--- src/rtl/button_debouncer_pkg.sv ---
// Shared definitions for the push-button front end: FSM state encoding and
// default timing constants (also used by the downstream button counter).
package button_debouncer_pkg;

   typedef enum logic [1:0] {
      ST_RELEASED     = 2'd0,
      ST_PRESS_WAIT   = 2'd1,
      ST_HELD         = 2'd2,
      ST_RELEASE_WAIT = 2'd3
   } state_e;

   localparam int DEF_DEBOUNCE_CYCLES = 50000;
   localparam int DEF_HOLD_CYCLES     = 6000000;
   localparam int DEF_REPEAT_CYCLES   = 1200000;
   localparam int DEF_CNT_W           = 24;

endpackage

--- src/rtl/button_debouncer_sync_2ff.sv ---
// Two-flop synchroniser for a single asynchronous pad input, reset to 0.
module button_debouncer_sync_2ff (
   input  logic clk,
   input  logic rst,
   input  logic d,
   output logic q
);

   logic s1_q;
   logic s2_q;

   // Shift the raw input through two flops; only s2 is used downstream.
   always_ff @(posedge clk) begin
      if (rst) begin
         s1_q <= 1'b0;
         s2_q <= 1'b0;
      end else begin
         s1_q <= d;
         s2_q <= s1_q;
      end
   end

   assign q = s2_q;

endmodule

--- src/rtl/button_debouncer.sv ---
// Push-button conditioner: synchronises the pad, filters contact bounce with
// a stability counter, and produces a debounced level plus press/release
// strobes, with optional auto-repeat press strobes while the button is held.
module button_debouncer
   import button_debouncer_pkg::*;
#(
   parameter int DEBOUNCE_CYCLES = DEF_DEBOUNCE_CYCLES,
   parameter int REPEAT_EN       = 0,
   parameter int HOLD_CYCLES     = DEF_HOLD_CYCLES,
   parameter int REPEAT_CYCLES   = DEF_REPEAT_CYCLES,
   parameter int CNT_W           = DEF_CNT_W
) (
   input  logic clk,
   input  logic rst,
   input  logic button,
   output logic pressed,
   output logic press_pulse,
   output logic release_pulse,
   output logic repeat_active
);

   // Terminal counts; the state changes on reaching them, so counters never wrap.
   localparam logic [CNT_W-1:0] DEB_LAST  = CNT_W'(DEBOUNCE_CYCLES - 1);
   localparam logic [CNT_W-1:0] HOLD_LAST = CNT_W'(HOLD_CYCLES - 1);
   localparam logic [CNT_W-1:0] REP_LAST  = CNT_W'(REPEAT_CYCLES - 1);

   logic             button_s;
   state_e           state_q, state_d;
   logic [CNT_W-1:0] cnt_q, cnt_d;
   logic [CNT_W-1:0] hold_cnt_q, hold_cnt_d;
   logic             pressed_q, pressed_d;
   logic             press_pulse_q, press_pulse_d;
   logic             release_pulse_q, release_pulse_d;
   logic             repeat_active_q, repeat_active_d;

   button_debouncer_sync_2ff u_sync (
      .clk (clk),
      .rst (rst),
      .d   (button),
      .q   (button_s)
   );

   // Next-state, counters and registered-output values for the debounce FSM.
   always_comb begin
      state_d         = state_q;
      cnt_d           = cnt_q;
      hold_cnt_d      = hold_cnt_q;
      pressed_d       = pressed_q;
      press_pulse_d   = 1'b0;
      release_pulse_d = 1'b0;
      repeat_active_d = repeat_active_q;

      case (state_q)
         ST_RELEASED: begin
            if (button_s) begin
               state_d = ST_PRESS_WAIT;
               cnt_d   = '0;
            end
         end
         ST_PRESS_WAIT: begin
            if (!button_s) begin
               state_d = ST_RELEASED;
            end else if (cnt_q == DEB_LAST) begin
               state_d         = ST_HELD;
               press_pulse_d   = 1'b1;
               pressed_d       = 1'b1;
               hold_cnt_d      = '0;
               repeat_active_d = 1'b0;
            end else begin
               cnt_d = cnt_q + 1'b1;
            end
         end
         ST_HELD: begin
            if (!button_s) begin
               state_d         = ST_RELEASE_WAIT;
               cnt_d           = '0;
               hold_cnt_d      = '0;
               repeat_active_d = 1'b0;
            end else if (REPEAT_EN != 0) begin
               // First repeat after the long hold delay, then at the faster rate.
               if (!repeat_active_q && hold_cnt_q == HOLD_LAST) begin
                  press_pulse_d   = 1'b1;
                  repeat_active_d = 1'b1;
                  hold_cnt_d      = '0;
               end else if (repeat_active_q && hold_cnt_q == REP_LAST) begin
                  press_pulse_d = 1'b1;
                  hold_cnt_d    = '0;
               end else begin
                  hold_cnt_d = hold_cnt_q + 1'b1;
               end
            end
         end
         ST_RELEASE_WAIT: begin
            if (button_s) begin
               // Release bounce: back to held, repeat timing starts over.
               state_d    = ST_HELD;
               hold_cnt_d = '0;
            end else if (cnt_q == DEB_LAST) begin
               state_d         = ST_RELEASED;
               release_pulse_d = 1'b1;
               pressed_d       = 1'b0;
            end else begin
               cnt_d = cnt_q + 1'b1;
            end
         end
         default: begin
            state_d = ST_RELEASED;
         end
      endcase
   end

   // State, counters and outputs; reset overrides everything on the same edge.
   always_ff @(posedge clk) begin
      if (rst) begin
         state_q         <= ST_RELEASED;
         cnt_q           <= '0;
         hold_cnt_q      <= '0;
         pressed_q       <= 1'b0;
         press_pulse_q   <= 1'b0;
         release_pulse_q <= 1'b0;
         repeat_active_q <= 1'b0;
      end else begin
         state_q         <= state_d;
         cnt_q           <= cnt_d;
         hold_cnt_q      <= hold_cnt_d;
         pressed_q       <= pressed_d;
         press_pulse_q   <= press_pulse_d;
         release_pulse_q <= release_pulse_d;
         repeat_active_q <= repeat_active_d;
      end
   end

   assign pressed       = pressed_q;
   assign press_pulse   = press_pulse_q;
   assign release_pulse = release_pulse_q;
   assign repeat_active = (REPEAT_EN != 0) ? repeat_active_q : 1'b0;

endmodule
--- config.mk ---
export PLATFORM = sky130hd
export DESIGN_NAME = button_debouncer
export DESIGN_NICKNAME = d
export VERILOG_FILES = /design/src/rtl/button_debouncer_pkg.sv /design/src/rtl/button_debouncer_sync_2ff.sv /design/src/rtl/button_debouncer.sv
export SDC_FILE = /design/constraint.sdc
export NUM_CORES = 1
export LEC_CHECK = 0
export CORE_UTILIZATION = 45
export CTS_BUF_LIST = sky130_fd_sc_hd__clkbuf_16
export CTS_CLUSTER_DIAMETER = 50
export DETAILED_ROUTE_END_ITERATION = 7
export PLACE_DENSITY = 0.7
export SYNTH_ARGS = -nofsm -noshare
export SYNTH_HDL_FRONTEND = slang
export SYNTH_SLANG_ARGS = --single-unit
--- constraint.sdc ---
create_clock -name clk -period 2.5 [get_ports clk]
set_clock_uncertainty 0.05 [all_clocks]
set_input_delay 0.75 -clock clk [delete_from_list [all_inputs] [get_ports clk]]
set_output_delay 0.75 -clock clk [all_outputs]
set_load 0.03 [all_outputs]
## Word-level counts from Yosys, hierarchy flattened

Index checks and enable logic that the tools add are counted.

| storage, ports and cells | value |
|---|---|
| bits in registers | 31 |
| bits of input ports | 3 |
| output and inout bits | 4 |
| logic and storage cells | 49 |

| operators by class | value |
|---|---|
| add/subtract/negate cells | 1 |
| equality and inequality tests | 12 |
| mux-type cells | 19 |
| bitwise operators | 3 |
| reduce and logical (&&, ||, !) cells | 7 |

Operator list:

| operator | count |
|---|---|
| $mux 24 | 5 |
| $pmux 24 s4 | 1 |
| $add 24x1->24 const B | 1 |
| $eq 24x16->1 const B | 1 |
| $mux 2 | 6 |
| $ne 2x2->1 const B | 4 |
| $pmux 2 s4 | 1 |
| $reduce_and 4->1 | 2 |
| $reduce_or 3->1 | 2 |
| $mux 1 | 5 |
| $reduce_and 5->1 | 1 |
| $eq 2x2->1 const B | 2 |
| $ne 2x1->1 const B | 2 |
| $ne 3x2->1 const B | 1 |
| $ne 3x3->1 const B | 1 |
| $not 1->1 | 3 |
| $eq 2x1->1 const B | 1 |
| $logic_not 2->1 | 1 |
| $pmux 1 s2 | 1 |
| $reduce_bool 2->1 | 1 |

## Longest topological paths before layout

| logic depth | value |
|---|---|
| depth after elaboration | 4 |
| depth in mapped cells | 9 |
| mapped depth without buffers | 6 |

## Hierarchy

Synthesis repeated with hierarchy kept, for this count alone.

| unflattened totals | value |
|---|---|
| cell total of the unflattened synthesis | 191 |
| area, all modules | 1629.1 sq um |

Modules (own cells, without submodules):

| module | instances | cells each | area each (sq um) | seq. area each (sq um) |
|---|---|---|---|---|
| button_debouncer | 1 | 187 | 1576.5 | 580.6 |
| button_debouncer_sync_2ff | 1 | 4 | 52.6 | 40.0 |

## Worst setup path after synthesis

Ideal clock, no wire load.

| timing path | value |
|---|---|
| path type | register to register |
| start point | reg cnt_q[0] |
| end point | reg cnt_q[13] |
| setup time | 0.070 ns |
| arrival | 1.914 ns |
| required time | 2.380 ns |
| slack | 0.466 ns |
| stages on the path, launching flop included | 9 |
| buffers on the path | 2 |
| period minus slack after synthesis | 2.034 ns |
| cells stage by stage | dfxtp_1 -> ha_1 -> and3_1 -> and4_1 -> buf_6 -> a31o_4 -> buf_6 -> or4_1 -> a21oi_1 |

| between the ends | value |
|---|---|
| word-level cells in the longest chain between the ends | 4 |
| elaborated cells between the ends (all ways) | 6 |
| those cells by class | add/sub: 1; eq/ne: 1; mux: 4 |

RTL lines:

| item | RTL line | text |
|---|---|---|
| start, declared | button_debouncer.sv:29 | `logic [CNT_W-1:0] cnt_q, cnt_d;` |
| start signal, assigned | button_debouncer.sv:124 | `cnt_q <= cnt_d;` |
| $add 24x1->24 or $eq 24x16->1 (tied branches) | n/a |  |
| $mux 24 * | button_debouncer.sv:63, button_debouncer.sv:98 |  |
| $mux 24 (on tied branches) | button_debouncer.sv:94, button_debouncer.sv:61 |  |
| $pmux 24 s4 * | button_debouncer.sv:53 | `case (state_q)` |

Every way passes the cells marked *; elsewhere a longest branch is shown, timed or not. The select of a mux whose other input is x is not followed.
A chain may end at the register's enable or synchronous reset.

## Final worst setup path

| timing path | value |
|---|---|
| start point | reg cnt_q[0] |
| end point | reg cnt_q[15] |

Same word-level chain as after synthesis.

==> flow_summary.yaml <==
run_status:
  outcome: "finished clean"
setup_path:
  timing.rr.start: "cnt_q[0]"
  cp_cell_sequence: "ha_1, and3_1, and4_1, a31o_4, or4_1, a21oi_1"
  reg2reg_slack_ns: 0.36
  end_kind: "flop"
  worstRegToRegCells: 6
  cp_max_fo: 29
  cp.arrival_ns: 2.29
  startpoint_type: "flop"
  path_class: "flop to flop"
  worst_path_largest_cell_delay_ns: 0.48
  required_ns: 2.66
  r2r-end: "cnt_q[15]"
  critPathSlowestCell: "or4_1"
power:
  max-vdd-ir-drop_mv: 0.504
  p_per_area_nw_per_um2: 623
  pwr-share-seq: 0.456
  sw_frac_of_total: 0.208
  pwr-share-comb: 0.038
  p_leak_nw: 0.636
  internal-power_w: 0.000871
  p_clk_frac: 0.506
  power.switching_w: 0.000229
cells_and_area:
  layout.cells.non_filler: 231
  n_antenna_cell: 0
  drive_above_1_share: 0.0919
  fill_cells: 313
  syn_to_final_growth_pct: 13.0
  seq_area_um2: 621
  multi_input_area_um2: 867
  nets: 188
detailed_routing:
  drc: 0
  drtPass1Iterations: 4
  post_drt_wl_per_cell_um: 13.2
  wl_um: 3050
  final_antenna_net_count: 0
  route.vias.total: 1326
  avgViaCountPerCell: 5.74
  drtIter0Drc: 65
clock_network:
  path_clk_slew_ns: 0.05
  clk_latency_ns: 0.27
  post_cts_buffers: 0
  htreeDepth: 2
  root_buffer: "clkbuf_16"
  clock-sinks: 31
  cts_tree: "done"
  clockBufferDepth: 2
  hold_buffers: 0
  ctsResizeCount: 0
  cts_buffers: 5
floorplanning:
  initial_core_util: 0.468
  ios: 7
  core_um2: 3340
  die_area_um2: 3710
  dieHeight_um: 60.9
  rows: 21
  die_w_um: 60.9
worst_hold_path:
  min_delay_worst_endpoint: "u_sync.q"
  hold_start: "u_sync.s1_q"
  holdPathStages: 1
  min_path_type: "flop to flop"
synth:
  synth-edff-count: 0
  ys_ff_latch: 31
  yosys.area.top_type_share: 0.397
  async_flop_share: 0
  synth_area_um2: 1560
  netlist_instances: 176
  synthTopCellsByArea: "dfxtp_1 (40%), a211o_1 (3.9%), a21oi_1 (3.8%)"
  yosysWarningCount: 0
  seq_area_frac_synth: 0.397
  yosysTopAreaCell: "dfxtp_1"
  ys.flop_type: "dfxtp_1"
  yosysUniqueCellTypes: 41
  syn-num-nets: 180
  postSynthAreaPerCell_um2: 8.88
place:
  dpl.hpwl_um: 2190
  place_congestion: 0.774
  dp_cells: 223
  io_buffers: 5
grt:
  grt_max_degree: 30
  grt_pass1_wl_um: 4940
  grt_pass1_vias: 1133
  antenna_found_initial: 0
  track_usage: 0.187
  grt-ovfl-total: 0
sta:
  max-slew-margin-rel: 0.573
  post-route-period-util: 0.854
  worst_pin_slew_ns: 0.639
  finalHoldViolations: 0
  setup_viol: 0
  slew_viol_final: 0
  rsz0062_at_grt: "false"
  setup_tns_ns: 0
  fmax_ghz: 0.468
  post-route-min-period_ns: 2.14
flow_run:
  maxCapViolations: 0
[critical path, delay by kind of cell (launching register included)]
| family | cells | cell delay [ns] |
|---|---|---|
| and+or+nand+nor | 3 | 0.92 |
| adders and majority gates | 1 | 0.24 |
| DFF | 1 | 0.34 |
| AOI/OAI and AO/OA | 2 | 0.50 |
[cell usage in the layout (no fill, tap or decap), drive strengths merged, types with 2 or more instances in the layout]
cell type / synthesis / layout
nand4: 6 / 6
clkinv: 0 / 2
xnor2: 2 / 2
o21ai: 7 / 7
nor2b: 2 / 2
nor3: 4 / 4
nand3: 10 / 10
or4: 7 / 7
nor4b: 4 / 4
nor4: 3 / 3
dfxtp: 31 / 31
buf: 6 / 4
or3: 9 / 9
clkdlybuf4s50: 0 / 5
and3: 8 / 8
nor3b: 7 / 7
or2: 4 / 4
inv: 1 / 2
clkbuf: 2 / 5
o31ai: 4 / 4
nor2: 11 / 11
a21oi: 12 / 12
mux2i: 3 / 3
nand2: 13 / 13
o211ai: 2 / 2
a211o: 7 / 7
[metrics by stage]
step	cell area, µm²	util	setup slack (ns)	hold slack (ns)	power [W]
detailed placement	1630	0.488	0.135	0.401	0.000553
floorplan	1560	-	0.466	0.364	0.000542
global placement	1630	0.488	0.238	0.383	0.000552
finish	1770	0.529	0.364	0.406	0.00110
global route	1770	0.529	0.246	0.429	0.00113
CTS	1770	0.529	0.367	0.412	0.00111
[power by group through the flow]
stage          registers (W)  clock network [W]  logic (W)
2_1_floorplan       0.000514                  0  0.0000281
3_3_place_gp        0.000511                  0  0.0000408
3_5_place_dp        0.000511                  0  0.0000417
4_1_cts             0.000502           0.000566  0.0000421
5_1_grt             0.000502           0.000581  0.0000455
6_report            0.000502           0.000556  0.0000421
[synthesized netlist by cell type (2+ instances only)]
| cell type | n |
|---|---|
| nor4b_1 | 4 |
| mux2i_1 | 3 |
| nor3b_1 | 7 |
| and3_1 | 8 |
| o31ai_1 | 4 |
| dfxtp_1 | 31 |
| nand3_1 | 10 |
| nor4_1 | 3 |
| xnor2_1 | 2 |
| a21oi_1 | 12 |
| nor3_1 | 3 |
| nand2_1 | 13 |
| or2_2 | 3 |
| o211ai_1 | 2 |
| nand4_1 | 6 |
| a211o_1 | 7 |
| clkbuf_1 | 2 |
| nor2_1 | 10 |
| o21ai_1 | 6 |
| nor2b_1 | 2 |
| buf_6 | 5 |
| or4_1 | 6 |
| or3_1 | 9 |
[kinds of logic after synthesis]
| kind of cell | share of synthesized area |
|---|---|
| AOI/OAI and AO/OA | 0.173 |
| xor gates and xnor gates | 0.0112 |
| adders and majority gates | 0.00801 |
| buffers and inverters | 0.0480 |
| DFF | 0.397 |
| muxes | 0.0192 |
| other | 0.00240 |
| and+or+nand+nor | 0.341 |
[cell type report]
cell class / count / area share
clock buffers: 5 / 0.0709
clock inverters: 3 / 0.00638
inverters: 1 / 0.00213
multi-input cells: 136 / 0.491
flip-flops and latches: 31 / 0.352
well taps: 46 / 0.0326
repair buffers: 9 / 0.0454
[per-layer routing]
layer	wire length, µm	vias to the layer above	GRT usage
met1	1460	616	0.227
li1	-	685	-
met3	100	6	0.0640
met5	0	-	0
met2	1430	19	0.297
met4	59	0	0.0877
[state kept, by name (all words and copies together) (netlist names), named ones only]
signal         flops
cnt_q             24
press_pulse        1
pressed            1
release_pulse      1
state_q            1
u_sync.q           1
u_sync.s1_q        1
[how the worst max path moves through the flow]
stage                     slack, ns  startpoint  cells past startpoint         to
final                          0.36    cnt_q[0]                      6  cnt_q[15]
after global routing           0.25    cnt_q[0]                      6  cnt_q[22]
after CTS                      0.37    cnt_q[0]                      6  cnt_q[15]
after detailed placement       0.14         rst                      5  cnt_q[22]
after global placement         0.24         rst                      5  cnt_q[17]
after floorplan                0.47    cnt_q[0]                      8  cnt_q[13]
Note: power is estimated with default switching activity, not from simulation.
